===== src/rtl/clkdiv_prog_if.sv =====
// Control/status bundle for clkdiv_prog: per-channel enable, period/high settings,
// the shared load strobe, and the divided clocks and tick pulses coming back.
interface clkdiv_prog_if #(
    parameter int CH    = 2,
    parameter int WIDTH = 16
);
    logic [CH-1:0]            en;
    logic [CH-1:0][WIDTH-1:0] div;
    logic [CH-1:0][WIDTH-1:0] high;
    logic                     load;
    logic [CH-1:0]            nclk;
    logic [CH-1:0]            tick;

    modport master (output en, div, high, load, input nclk, tick);
    modport slave  (input en, div, high, load, output nclk, tick);
endinterface


===== src/rtl/clkdiv_prog.sv =====
// Multi-channel programmable clock divider with per-channel period/high counters.
// Optional CLKDIV_PROG_SYNC_EN: a load restarts every enabled channel in phase.
module clkdiv_prog_lane #(
    parameter int WIDTH   = 16,
    parameter int DEF_DIV = 500
) (
    input  logic             clk,
    input  logic             rst,
    input  logic             en_i,
    input  logic             load_i,
    input  logic [WIDTH-1:0] div_i,
    input  logic [WIDTH-1:0] high_i,
    output logic             nclk_o,
    output logic             tick_o
);
    localparam logic [WIDTH-1:0] DEF_D = WIDTH'(DEF_DIV);
    localparam logic [WIDTH-1:0] DEF_H = WIDTH'(DEF_DIV / 2);

    logic [WIDTH-1:0] sh_div_q, sh_div_d, sh_high_q, sh_high_d;
    logic [WIDTH-1:0] act_div_q, act_div_d, act_high_q, act_high_d;
    logic [WIDTH-1:0] cnt_q, cnt_d;
    logic             nclk_q, nclk_d, tick_q, tick_d;
    logic [WIDTH-1:0] eff_div, eff_high;

    always_comb begin
        // A load on the same cycle as a wrap must win over the stale shadow.
        eff_div    = load_i ? div_i  : sh_div_q;
        eff_high   = load_i ? high_i : sh_high_q;
        sh_div_d   = eff_div;
        sh_high_d  = eff_high;
        act_div_d  = act_div_q;
        act_high_d = act_high_q;
        cnt_d      = cnt_q;
        nclk_d     = 1'b0;
        tick_d     = 1'b0;
        if (!en_i || act_div_q < WIDTH'(2)) begin
            cnt_d      = '0;
            act_div_d  = eff_div;
            act_high_d = eff_high;
        end else begin
            nclk_d = (cnt_q < act_high_q);
            tick_d = (cnt_q == '0);
            if (cnt_q == act_div_q - WIDTH'(1)) begin
                cnt_d      = '0;
                act_div_d  = eff_div;
                act_high_d = eff_high;
            end else begin
                cnt_d = cnt_q + WIDTH'(1);
            end
        end
`ifdef CLKDIV_PROG_SYNC_EN
        if (en_i && load_i) begin
            cnt_d      = '0;
            act_div_d  = div_i;
            act_high_d = high_i;
        end
`endif
    end

    always_ff @(posedge clk or posedge rst) begin
        if (rst) begin
            sh_div_q   <= DEF_D;
            sh_high_q  <= DEF_H;
            act_div_q  <= DEF_D;
            act_high_q <= DEF_H;
            cnt_q      <= '0;
            nclk_q     <= 1'b0;
            tick_q     <= 1'b0;
        end else begin
            sh_div_q   <= sh_div_d;
            sh_high_q  <= sh_high_d;
            act_div_q  <= act_div_d;
            act_high_q <= act_high_d;
            cnt_q      <= cnt_d;
            nclk_q     <= nclk_d;
            tick_q     <= tick_d;
        end
    end

    assign nclk_o = nclk_q;
    assign tick_o = tick_q;
endmodule

module clkdiv_prog #(
    parameter int CH      = 2,
    parameter int WIDTH   = 16,
    parameter int DEF_DIV = 500
) (
    input  logic         clk,
    input  logic         rst,
    clkdiv_prog_if.slave bus
);
    for (genvar g = 0; g < CH; g++) begin : g_lane
        clkdiv_prog_lane #(.WIDTH(WIDTH), .DEF_DIV(DEF_DIV)) u_lane (
            .clk    (clk),
            .rst    (rst),
            .en_i   (bus.en[g]),
            .load_i (bus.load),
            .div_i  (bus.div[g]),
            .high_i (bus.high[g]),
            .nclk_o (bus.nclk[g]),
            .tick_o (bus.tick[g])
        );
    end
endmodule

===== src/flat_wrapper.sv =====
// flat-port wrapper written by rule: the top's interface ports become plain ports
module clkdiv_prog_flat 
#(
    parameter int CH      = 2,
    parameter int WIDTH   = 16,
    parameter int DEF_DIV = 500
)
  (clk, rst, bus_en, bus_div, bus_high, bus_load, bus_nclk, bus_tick);
  clkdiv_prog_if #(.CH(CH), .WIDTH(WIDTH)) bus_i ();
  input  logic clk;
  input  logic rst;
  input wire logic [$bits(bus_i.en)-1:0] bus_en;
  input wire logic [$bits(bus_i.div)-1:0] bus_div;
  input wire logic [$bits(bus_i.high)-1:0] bus_high;
  input wire logic [$bits(bus_i.load)-1:0] bus_load;
  output wire logic [$bits(bus_i.nclk)-1:0] bus_nclk;
  output wire logic [$bits(bus_i.tick)-1:0] bus_tick;
  assign bus_i.en = bus_en;
  assign bus_i.div = bus_div;
  assign bus_i.high = bus_high;
  assign bus_i.load = bus_load;
  assign bus_nclk = bus_i.nclk;
  assign bus_tick = bus_i.tick;
  clkdiv_prog #(.CH(CH), .WIDTH(WIDTH), .DEF_DIV(DEF_DIV)) u_core (.clk(clk), .rst(rst), .bus(bus_i));
endmodule

===== config.mk =====
export PLATFORM = sky130hd
export DESIGN_NAME = clkdiv_prog_flat
export DESIGN_NICKNAME = d
export VERILOG_FILES = /design/src/rtl/clkdiv_prog_if.sv /design/src/rtl/clkdiv_prog.sv /design/src/flat_wrapper.sv
export SDC_FILE = /design/constraint.sdc
export NUM_CORES = 1
export LEC_CHECK = 0
export CAP_MARGIN = 15
export CORE_ASPECT_RATIO = 0.9
export CORE_MARGIN = 8
export CORE_UTILIZATION = 50
export DETAILED_ROUTE_END_ITERATION = 10
export GPL_ROUTABILITY_DRIVEN = 0
export PLACE_DENSITY = 0.72
export SKIP_LAST_GASP = 1
export SLEW_MARGIN = 10
export SYNTH_ARGS = -nofsm -noshare
export SYNTH_HDL_FRONTEND = slang
export SYNTH_SLANG_ARGS = --single-unit

===== constraint.sdc =====
create_clock -name clk -period 6.3 [get_ports clk]
set_input_delay 1.575 -clock clk [delete_from_list [all_inputs] [get_ports clk]]
set_output_delay 1.575 -clock clk [all_outputs]
set_load 0.01 [all_outputs]

### Yosys cells after proc, flatten, opt, wreduce, memory -nomap -nowiden

Cells that the tools add are included.

* bits in registers: 164
* bits in latches: 0
* RAM bits: 0
* ROM bits: 0
* input bits: 69
* output and inout bits: 4
* word-level logic and storage cells: 52
* memories: 0

* $add $sub $neg: 4
* multiply operators: 0
* divide/modulo/power cells: 0
* order comparisons: 4
* equal/unequal tests: 2
* shift-type cells: 0
* muxes and demuxes: 20
* bitwise operators: 0
* reduce and logical (&&, ||, !) cells: 8

Operator list (count)
* 16-bit 2-to-1 mux: 16
* 16-bit by 1-bit adder with 16-bit output, second input constant: 2
* 16-bit == test: 2
* 16-bit logical NOT: 2
* 16-bit < comparator: 2
* 16-bit by 2-bit < comparator with 1-bit output, second input constant: 2
* 16-bit by 1-bit subtractor with 16-bit output, second input constant: 2
* 1-bit 2-to-1 mux: 4
* 2-bit nonzero test: 2
* 1-bit logical NOT: 2
* 1-bit logical OR: 2

### Longest topological paths before layout

Gate-level depths: netlist (run 1).

* depth after elaboration: 4
* depth in mapped cells: 13

### Hierarchy

From an unflattened synthesis (run 1), not the netlist that was laid out.

* cells, all modules: 694
* area, all modules: 8353.0 µm²

By module, submodules not included
* clkdiv_prog_lane: instances 2, cells an instance 347, area each 4176.5 µm², seq. area each 2082.0 µm²

### Least setup slack after synthesis (run 1)

Ideal clock, no wire load.

* path type: in2reg
* start: input bus_load
* end: register u_core.g_lane[0].u_lane.act_div_q[15]
* arrival: 2.846 ns
* required time: 6.175 ns
* path slack: 3.329 ns
* stages on the path: 4
* path buffers: 2
* path through: clkbuf_1 clkbuf_1 mux2_2 mux2_4

* word-level cells in the longest chain between the ends: 3

RTL lines
* from (decl): RTL line flat_wrapper.sv:15 `input wire logic [$bits(bus_i.load)-1:0] bus_load;`
* 16-bit 2-to-1 mux (*): RTL line clkdiv_prog.sv:27 `eff_div = load_i ? div_i : sh_div_q;`
* 16-bit 2-to-1 mux: RTL line clkdiv_prog.sv:43 `if (cnt_q == act_div_q - WIDTH'(1)) begin`
* 16-bit 2-to-1 mux (*): RTL line clkdiv_prog.sv:36 `if (!en_i || act_div_q < WIDTH'(2)) begin`
* via u_core.g_lane[0].u_lane.act_div_d[15]: RTL line clkdiv_prog.sv:20 `logic [WIDTH-1:0] act_div_q, act_div_d, act_high_q, act_high_d;`
* to (signal assigned): RTL line clkdiv_prog.sv:72 `act_div_q <= act_div_d;`
* to (decl): RTL line clkdiv_prog.sv:20

Mark *: on every way through the listed nets, which the timed path passes. The rest lies on a longest branch. The select of a mux whose other input is x is not followed.
A chain may end at the register's enable or synchronous reset.

### Final worst setup path (run 1)

* start: register u_core.g_lane[1].u_lane.act_div_q[0]
* end: register u_core.g_lane[1].u_lane.act_high_q[13]

* word-level cells in the longest chain between the ends: 3
* elaborated cells between the ends (all ways): 6
* classes of those cells: add/sub (1); order compare (1); eq/ne (1); mux (1); reduce/logical (2)

RTL lines
* from (decl): RTL line clkdiv_prog.sv:20
* from (signal assigned): RTL line clkdiv_prog.sv:72
* 16-bit by 1-bit subtractor with 16-bit output or 16-bit by 2-bit < comparator with 1-bit output (tied branches): RTL line clkdiv_prog.sv:43, clkdiv_prog.sv:36
* 16-bit == test or 1-bit logical OR (tied branches): RTL line clkdiv_prog.sv:43, clkdiv_prog.sv:36
* 2-bit nonzero test (no source line) or 16-bit 2-to-1 mux (tied branches)
* to (signal assigned): RTL line clkdiv_prog.sv:73 `act_high_q <= act_high_d;`
* to (decl): RTL line clkdiv_prog.sv:20

Several ways; a longest one is shown, not always the timed one.

==> results of run 1 <==
## kinds of logic after synthesis
kind of cell | after synthesis | share of synthesized area, %
AND/OR/NAND/NOR | 171 | 11.4
flip-flops | 164 | 49.9
multiplexers | 130 | 17.7
buffers and inverters | 77 | 4.09
XOR/XNOR | 70 | 7.35
AO/OA/AOI/OAI | 55 | 4.20
adder cells (fa/ha/maj) | 36 | 5.40
## layout make-up
| class | count | share of cell area (%) |
|---|---|---|
| Sequential cell | 164 | 42.5 |
| Inverter | 45 | 1.77 |
| Clock buffer | 20 | 4.77 |
| Clock inverter | 12 | 1.44 |
| Tap cell | 207 | 2.64 |
| Timing Repair Buffer | 75 | 7.73 |
| Multi-Input combinational cell | 462 | 39.2 |
## sequential cells by signal, summed over array words and instances, names as in the netlist
signal,flops
u_core.g_lane.u_lane.act_div_q,32
u_core.g_lane.u_lane.act_high_q,32
u_core.g_lane.u_lane.cnt_q,32
u_core.g_lane.u_lane.sh_div_q,32
u_core.g_lane.u_lane.sh_high_q,32
u_core.g_lane.u_lane.nclk_o,2
u_core.g_lane.u_lane.tick_o,2
## through the flow
stage / hold slack, ns / instance area, µm² / util (%) / worst slack [ns]
after floorplan: 0.468 / 8340 / - / 0.371
after global placement: 0.480 / 9170 / 56.4 / 2.46
after detailed placement: 0.481 / 9170 / 56.4 / 2.39
after CTS: 0.499 / 9780 / 60.2 / 2.55
after global routing: 0.510 / 9800 / 60.4 / 2.32
final: 0.492 / 9800 / 60.4 / 2.54
## worst max-delay path, delay by kind of cell, from the launching register on
kind	cells	cell delay (ns)
buffers and inverters	1	0.09
flip-flops	1	0.46
adder cells (fa/ha/maj)	1	0.24
AND/OR/NAND/NOR	4	1.34
multiplexers	1	0.43
AO/OA/AOI/OAI	2	1.06
## final timing paths
check | start | to | cells past startpoint
min in group asynchronous | rst | u_core.g_lane[1].u_lane.sh_div_q[9]$_DFF_PP0_ | 2
max in group asynchronous | rst | u_core.g_lane[1].u_lane.act_high_q[7]$_DFFE_PP1P_ | 4
max reg2reg | u_core.g_lane[1].u_lane.act_div_q[0]$_DFFE_PP0P_ | u_core.g_lane[1].u_lane.act_high_q[13]$_DFFE_PP0P_ | 9
max | u_core.g_lane[1].u_lane.act_div_q[0]$_DFFE_PP0P_ | u_core.g_lane[1].u_lane.act_high_q[13]$_DFFE_PP0P_ | 9
min | u_core.g_lane[1].u_lane.sh_high_q[12]$_DFF_PP0_ | u_core.g_lane[1].u_lane.sh_high_q[12]$_DFF_PP0_ | 1
min reg2reg | u_core.g_lane[1].u_lane.sh_high_q[12]$_DFF_PP0_ | u_core.g_lane[1].u_lane.sh_high_q[12]$_DFF_PP0_ | 1
## power breakdown
part	total, mW	switching, mW	internal (mW)
Sequential	1.28	0.0875	1.19
Clock	1.06	0.436	0.625
Combinational	0.378	0.168	0.211
## cells in the mapped netlist, types with 2 or more instances
cell        n
a211oi_1    4
a21boi_0    6
a21o_1      4
a21oi_1    14
and2_1     14
and3_1      9
and4_1      3
buf_2       6
buf_4       4
buf_6       4
clkbuf_1   18
dfrtp_1   116
dfstp_2    48
ha_1       36
inv_1      45
mux2_2    123
mux2_4      4
mux2i_1     2
nand2_1    15
nand2b_1    2
nand3_1    16
nand4_1    11
nor2_1     41
nor2b_1     7
nor3_1     16
nor3b_1     2
nor4_1     10
nor4b_1     3
o211ai_1    3
o21ai_0    15
o32ai_1     2
or3_1       7
or4_1       3
or4_4       2
xnor2_1    40
xor2_1     30
## routing by layer
layer / vias to the layer above / track usage (%) / wire length, µm
li1: 2561 / - / -
met1: 2670 / 22.5 / 8210
met2: 154 / 25.4 / 7540
met3: 22 / 3.49 / 869
met4: 0 / 5.62 / 218
met5: - / 0 / 0
==> results.toml, run 1 <==
[final_layout]
fin_cells = 985
drive_gt1_share_pct = 28.1
syn_to_final_growth_pct = 17.5
layout.nets = 870
seqCellArea_um2 = 4160
mostFrequentLayoutCell = "mux2_2"
multi_input_area_um2 = 3840
layout_common_cells = "mux2_2, dfrtp_1, clkdlybuf4s50_1"
antennaDiodeCount = 0
nFillCells = 1244

[logic_synthesis]
yosys-top-cells-area = "dfrtp_1, mux2_2, dfstp_2, ha_1, xnor2_1"
syn-cell-area_um2 = 8340
synth_edf_count = 0
ys_seq_elements = 164
yosysUniqueCellTypes = 54
synth_area_per_cell_um2 = 11.9
synth.net_count = 808
async_flop_share_pct = 100
synth.largest_area_cell = "dfrtp_1"
synth.top_cell.area_share_pct = 34.8
postSynthCellCount = 703
seq_area_frac_synth_pct = 49.9
ys.flop_type = "dfrtp_1"
ys_warn_count = 0

[clocking]
cts_resized = 0
cts_setup_buffers = 0
clk_pin_slew_ns = 0.06
cts_hold_buf = 0
clockBufferDepth = 2
clk_latency_ns = 0.43
cts_htree_levels = 4
clock_sinks = 164
numCtsBuffers = 17
cts_root_buf = "clkbuf_16"
cts_tree = "built"

[die]
die_h_um = 139
ioPinCount = 73
fp.coreArea_um2 = 16200
num_rows = 44
initial_core_util_pct = 51.4
die_w_um = 152
die_area_um2 = 21100

[timing]
relSlewSlack_pct = 23.1
final-setup-viol-count = 0
skew_ns = 0.00943
hold_viol = 0
maxSlewViolCount = 0
fin_crit_ns = 3.76
worst_pin_slew_ns = 1.15
fin_crit_sh_pct = 59.7
rsz0062_at_grt = "false"
fin_setup_tns_ns = 0
fmax_mhz = 266

[placement]
place_inst = 952
numPortBuffers = 72
dpl.hpwl_um = 11600

[setup_path]
worst_ep_arrival_time_ns = 4.07
cp_slowest_cell = "a31o_2"
regToRegSetupSlack_ns = 2.54
cp_max_fo = 48
start_kind = "register"
path_cells = "inv_1, ha_1, or3b_1, nor4b_1, a21boi_0, nor4_1, and3_1, a31o_2, mux2_2"
cp_slowest_stage_delay_ns = 0.92
worstPathRequired_ns = 6.61
endpoint_kind = "register"
crit_type = "reg2reg"

[power]
ir_drop_mv = 0.220
power.density_nw_per_um2 = 277
power_mw = 2.72
p_leak_nw = 4.20

[grt]
grt_pass1_vias = 5753
grt_pass1_wl_um = 28800
overflow = 0
grt_usage_pct = 16.4
grt_max_degree = 127
antenna_found_initial = 0

[detailed_routing]
finalWirelength_um = 16800
drc = 0
first_iter_violations = 367
antenna_left = 0
viasPerCell = 5.49
dr.pass1.iters = 4
routedWlPerCell_um = 17.1
vias = 5407

[status]
status = "finished clean"

[hold_path]
hold_path.class = "reg2reg"

[flow_run]
maxCapViolations = 0
No activity file was read; power rests on OpenSTA's default activity.
==> inputs of run 2 (changes only) <==
Clock period 6.3 ns to 3.6 ns, I/O delays scaled along.
==> run 2 against run 1 <==
Effect of this change:
- clock-buffer cell count shrank 3
- sequential power grew 74%
- final cell count grew 0.41%
- fmax grew 15%
- sequential cell count is the same
- worst hold slack gained 0.0013 ns
- critical endpoint unchanged
- largest cell class unchanged
- largest power group unchanged
==> results.toml, run 2 (synthesis results as in run 1) <==
[setup_path]
cp_slowest_stage_delay_ns = 0.52
start_kind = "register"
worstRegToRegCells = 10
critPathCapture = "u_core.g_lane[1].u_lane.act_high_q[13]$_DFFE_PP0P_"
regToRegSetupSlack_ns = 0.31
crit_type = "reg2reg"
r2r-start = "u_core.g_lane[1].u_lane.act_div_q[0]$_DFFE_PP0P_"
path_cells = "inv_1, ha_1, or3b_1, nor4b_1, a21boi_0, nor4_1, and3_1, a31o_2, buf_4, mux2_2"
worstPathRequired_ns = 3.91
cp-startpoint = "u_core.g_lane[1].u_lane.act_div_q[0]$_DFFE_PP0P_"
cp_slowest_cell = "or3b_1"
cp_max_fo = 33
r2r-end = "u_core.g_lane[1].u_lane.act_high_q[13]$_DFFE_PP0P_"
worst_ep_arrival_time_ns = 3.60
endpoint_kind = "register"

[flow_run]
maxCapViolations = 0

[detailed_routing]
finalWirelength_um = 16600
first_iter_violations = 427
antenna_left = 0
viasPerCell = 5.45
vias = 5390
dr.pass1.iters = 5
drc = 0
routedWlPerCell_um = 16.8

[final_layout]
post-route-cell-area_um2 = 9850
post-route-util_pct = 60.6
multi_input_area_um2 = 3840
fin_cells = 989
layout_common_cells = "mux2_2, dfrtp_1, clkdlybuf4s50_1"
nFillCells = 1272
antennaDiodeCount = 0
layout.nets = 874
drive_gt1_share_pct = 28.6
syn_to_final_growth_pct = 18.0
seqCellArea_um2 = 4160
mostFrequentLayoutCell = "mux2_2"

[placement]
place_area_um2 = 9240
dpl.hpwl_um = 11900
place_inst = 957
numPortBuffers = 72
pre_cts_slack_ns = 0.365

[grt]
antenna_found_initial = 0
grt_usage_pct = 16.5
grt_pass1_wl_um = 28700
grt_pass1_vias = 5729
grt_max_degree = 65
overflow = 0

[timing]
setup_ws_ns = 0.313
fin_crit_ns = 3.29
fin_crit_sh_pct = 91.3
rsz0062_at_grt = "false"
final-setup-viol-count = 0
maxSlewViolCount = 0
skew_ns = 0.00616
relSlewSlack_pct = 39.7
fmax_mhz = 304
fin_setup_tns_ns = 0
hold_viol = 0
worst_pin_slew_ns = 0.904

[clocking]
clockBufferDepth = 2
clk_pin_slew_ns = 0.06
cts_tree = "built"
cts_setup_buffers = 0
cts_hold_buf = 0
numCtsBuffers = 17
cts_htree_levels = 4
clk_latency_ns = 0.43
clock_sinks = 164
cts_resized = 0
cts_root_buf = "clkbuf_16"

[die]
initial_core_util_pct = 51.4
die_h_um = 139
fp.coreArea_um2 = 16200
ioPinCount = 73
die_area_um2 = 21100
die_w_um = 152
num_rows = 44

[hold_path]
hold_path.class = "reg2reg"

[power]
intPower_mw = 3.55
seq_power_share_pct = 47.0
p_sw_mw = 1.20
pwr-share-comb_pct = 14.0
netSwitchingFraction_pct = 25.2
p_leak_nw = 4.21
power_frac_clock_pct = 39.0
ir_drop_mv = 0.351
power.density_nw_per_um2 = 482

[status]
status = "finished clean"
run 2: how the worst min path moves through the flow:
stage / start / to / slack, ns / cells after the start
finish: u_core.g_lane[1].u_lane.sh_high_q[10]$_DFF_PP0_ / u_core.g_lane[1].u_lane.sh_high_q[10]$_DFF_PP0_ / 0.49 / 1
global route: u_core.g_lane[1].u_lane.sh_div_q[10]$_DFF_PP0_ / u_core.g_lane[1].u_lane.sh_div_q[10]$_DFF_PP0_ / 0.51 / 1
CTS: u_core.g_lane[0].u_lane.sh_div_q[13]$_DFF_PP0_ / u_core.g_lane[0].u_lane.sh_div_q[13]$_DFF_PP0_ / 0.50 / 1
detailed placement: u_core.g_lane[0].u_lane.sh_div_q[13]$_DFF_PP0_ / u_core.g_lane[0].u_lane.sh_div_q[13]$_DFF_PP0_ / 0.48 / 1
global placement: u_core.g_lane[1].u_lane.sh_high_q[12]$_DFF_PP0_ / u_core.g_lane[1].u_lane.sh_high_q[12]$_DFF_PP0_ / 0.48 / 1
floorplan: u_core.g_lane[1].u_lane.sh_div_q[0]$_DFF_PP0_ / u_core.g_lane[1].u_lane.sh_div_q[0]$_DFF_PP0_ / 0.47 / 1
run 2: power groups by stage:
stage               registers, mW  logic (mW)  clock network [mW]
global route                 2.26       0.745                1.96
global placement             2.25       0.636                   0
floorplan                    2.20       0.498                   0
CTS                          2.23       0.673                1.89
finish                       2.23       0.663                1.85
detailed placement           2.26       0.667                   0
run 2: cell type report:
type / instances / share of cell area (%)
flip-flops and latches: 164 / 42.3
inverters: 45 / 1.75
well taps: 207 / 2.63
multi-input cells: 462 / 39.0
repair buffers: 79 / 8.18
clock buffers: 17 / 4.32
clock inverters: 15 / 1.82
run 2: stage by stage:
stage               hold WS, ns  power [mW]
global route              0.514        4.97
CTS                       0.496        4.79
finish                    0.493        4.74
global placement          0.478        2.88
detailed placement        0.482        2.93
floorplan                 0.468        2.70
run 2: worst max-delay path, delay by kind of cell, from the launching register on:
family	cells	cell delay [ns]
flip-flops	1	0.45
AO/OA/AOI/OAI	2	0.27
AND/OR/NAND/NOR	4	1.32
multiplexers	1	0.39
adder cells (fa/ha/maj)	1	0.24
buffers and inverters	2	0.47
run 2: metal layers:
metal	GRT usage, %	vias up	wire length (µm)
met2	24.6	127	7220
li1	-	2577	-
met4	5.52	0	237
met1	23.4	2669	8440
met5	0	-	0
met3	3.64	17	700
==> inputs of run 3 (changes only) <==
Settings changed: CORE_UTILIZATION 50 to 55, PLACE_DENSITY 0.72 to 0.78, REMOVE_ABC_BUFFERS set to 1.
==> run 3 against run 2 <==
Effect of this change:
- combinational power is 2% higher
- worst setup slack improved by 0.012 ns
- utilization is 5.6 points higher
- worst hold slack worse by 0.0012 ns
- design area fell by 0.66%
- routed wire length is 0.83% lower
- via count rose by 0.96%
- critical path depth unchanged
- final cell count decreased by 1.1%
- fmax grew 0.38%
- critical endpoint is now u_core.g_lane[1].u_lane.act_high_q[9]$_DFFE_PP0P_
- highest routed layer unchanged
==> results.toml, run 3 (synthesis results as in run 1) <==
[setup_path]
cp_max_fo = 24
path_cells = "inv_1, ha_1, or3b_1, nor4b_1, a21boi_0, nor4_1, and3_1, a31o_2, buf_12, mux2_2"
crit_type = "reg2reg"
cp_slowest_stage_delay_ns = 0.53
worst_ep_arrival_time_ns = 3.58
endpoint_kind = "register"
crit_buf_inv = 2
worstPathRequired_ns = 3.91
start_kind = "register"
cp_slowest_cell = "or3b_1"
cpLargestDelayFamily = "simple AND/OR/NAND/NOR gates"

[timing]
hold_viol = 0
relSlewSlack_pct = 32.8
fin_crit_ns = 3.27
skew_ns = 0.00709
maxSlewViolCount = 0
fin_crit_sh_pct = 90.9
final-setup-viol-count = 0
fin_setup_tns_ns = 0
fmax_mhz = 305
worst_pin_slew_ns = 1.01
rsz0062_at_grt = "false"

[clocking]
cts_setup_buffers = 0
numCtsBuffers = 17
cts_htree_levels = 4
clock_sinks = 164
clockBufferDepth = 2
clk_pin_slew_ns = 0.06
cts_tree = "built"
clk_latency_ns = 0.43
cts_root_buf = "clkbuf_16"
cts_hold_buf = 0
cts_resized = 0

[detailed_routing]
highest_layer = "met4"
vias = 5442
routed-wl-met3_um = 738
finalWirelength_um = 16500
routedWlPerCell_um = 16.8
routed-wl-met2_um = 7550
first_iter_violations = 302
met1Wirelength_um = 7780
viasPerCell = 5.56
antenna_left = 0
drc = 0
dr.pass1.iters = 5

[power]
p_leak_nw = 4.20
power.density_nw_per_um2 = 469
ir_drop_mv = 0.371

[final_layout]
mostFrequentLayoutCell = "mux2_2"
fin_cells = 978
syn_to_final_growth_pct = 17.2
post-route-cell-area_um2 = 9780
antennaDiodeCount = 0
layout_common_cells = "mux2_2, dfrtp_1, clkdlybuf4s50_1"
drive_gt1_share_pct = 28.3
layout.nets = 872
post-route-util_pct = 66.2

[grt]
overflow = 0
antenna_found_initial = 0
grt_pass1_vias = 5722
grt_usage_pct = 17.9
grt_pass1_wl_um = 28500
grt_max_degree = 81

[hold_path]
hold_path.class = "reg2reg"

[die]
initial_core_util_pct = 56.5
ioPinCount = 73
fp.coreArea_um2 = 14800
die_area_um2 = 19400
num_rows = 42
die_w_um = 146
die_h_um = 133

[placement]
place_area_um2 = 9230
numPortBuffers = 72
dpl.hpwl_um = 11700
place_inst = 946

[flow_run]
maxCapViolations = 0

[status]
status = "finished clean"
==> run 3: cell types whose count changed in the layout (fill, tap and decap cells not counted), moves of 3 or more <==
cell / delta
bufinv_16: -3
clkinvlp_4: -4
inv_6: +3
buf_4: -3
==> run 3: cell type report <==
cell class | instances | area (µm²)
clock buffers | 19 | 454
clock inverters | 13 | 97.6
fillers | 1071 | 4990
inverters | 45 | 174
multi-input cells | 462 | 3840
flip-flops and latches | 164 | 4160
well taps | 198 | 248
repair buffers | 77 | 803
==> run 3: path summary, 6_finish.rpt <==
kind / from / to / slack, ns / cells past startpoint
worst max-delay path: u_core.g_lane[1].u_lane.act_div_q[0]$_DFFE_PP0P_ / u_core.g_lane[1].u_lane.act_high_q[9]$_DFFE_PP0P_ / 0.33 / 10
worst min-delay path: u_core.g_lane[1].u_lane.sh_high_q[13]$_DFF_PP0_ / u_core.g_lane[1].u_lane.sh_high_q[13]$_DFF_PP0_ / 0.49 / 1
worst max register to register: u_core.g_lane[1].u_lane.act_div_q[0]$_DFFE_PP0P_ / u_core.g_lane[1].u_lane.act_high_q[9]$_DFFE_PP0P_ / 0.33 / 10
max in group asynchronous: rst / u_core.g_lane[0].u_lane.sh_div_q[4]$_DFF_PP1_ / 1.83 / 3
min in group asynchronous: rst / u_core.g_lane[0].u_lane.sh_high_q[2]$_DFF_PP0_ / 0.96 / 2
worst min register to register: u_core.g_lane[1].u_lane.sh_high_q[13]$_DFF_PP0_ / u_core.g_lane[1].u_lane.sh_high_q[13]$_DFF_PP0_ / 0.49 / 1
==> run 3: worst register-to-register path: stages, from the launching register on <==
cell	delay, ns
dfrtp_1	0.45
inv_1	0.09
ha_1	0.23
or3b_1	0.53
nor4b_1	0.35
a21boi_0	0.13
nor4_1	0.25
and3_1	0.19
a31o_2	0.34
buf_12	0.23
mux2_2	0.38
==> run 3: metrics by stage <==
stage / power [mW] / worst slack (ns) / hold slack, ns
3_5_place_dp: 2.93 / 0.272 / 0.483
3_3_place_gp: 2.88 / 0.416 / 0.478
4_1_cts: 4.63 / 0.390 / 0.497
6_report: 4.58 / 0.326 / 0.492
2_1_floorplan: 2.68 / -1.65 / 0.468
5_1_grt: 4.82 / 0.133 / 0.509
==> run 3: routing by layer <==
metal  global-route usage [%]  up-vias
met3                     4.02       31
li1                         -     2568
met4                     8.15        0
met5                        0        -
met2                     27.2      143
met1                     24.0     2700
==> run 3: where the power goes <==
group          leakage [nW]  internal, mW  switching [mW]  total (mW)
clock network         0.274         0.931           0.751        1.68
registers              1.93          2.08           0.147        2.23
logic                  1.99         0.374           0.299       0.673
total                  4.20          3.39            1.20        4.58
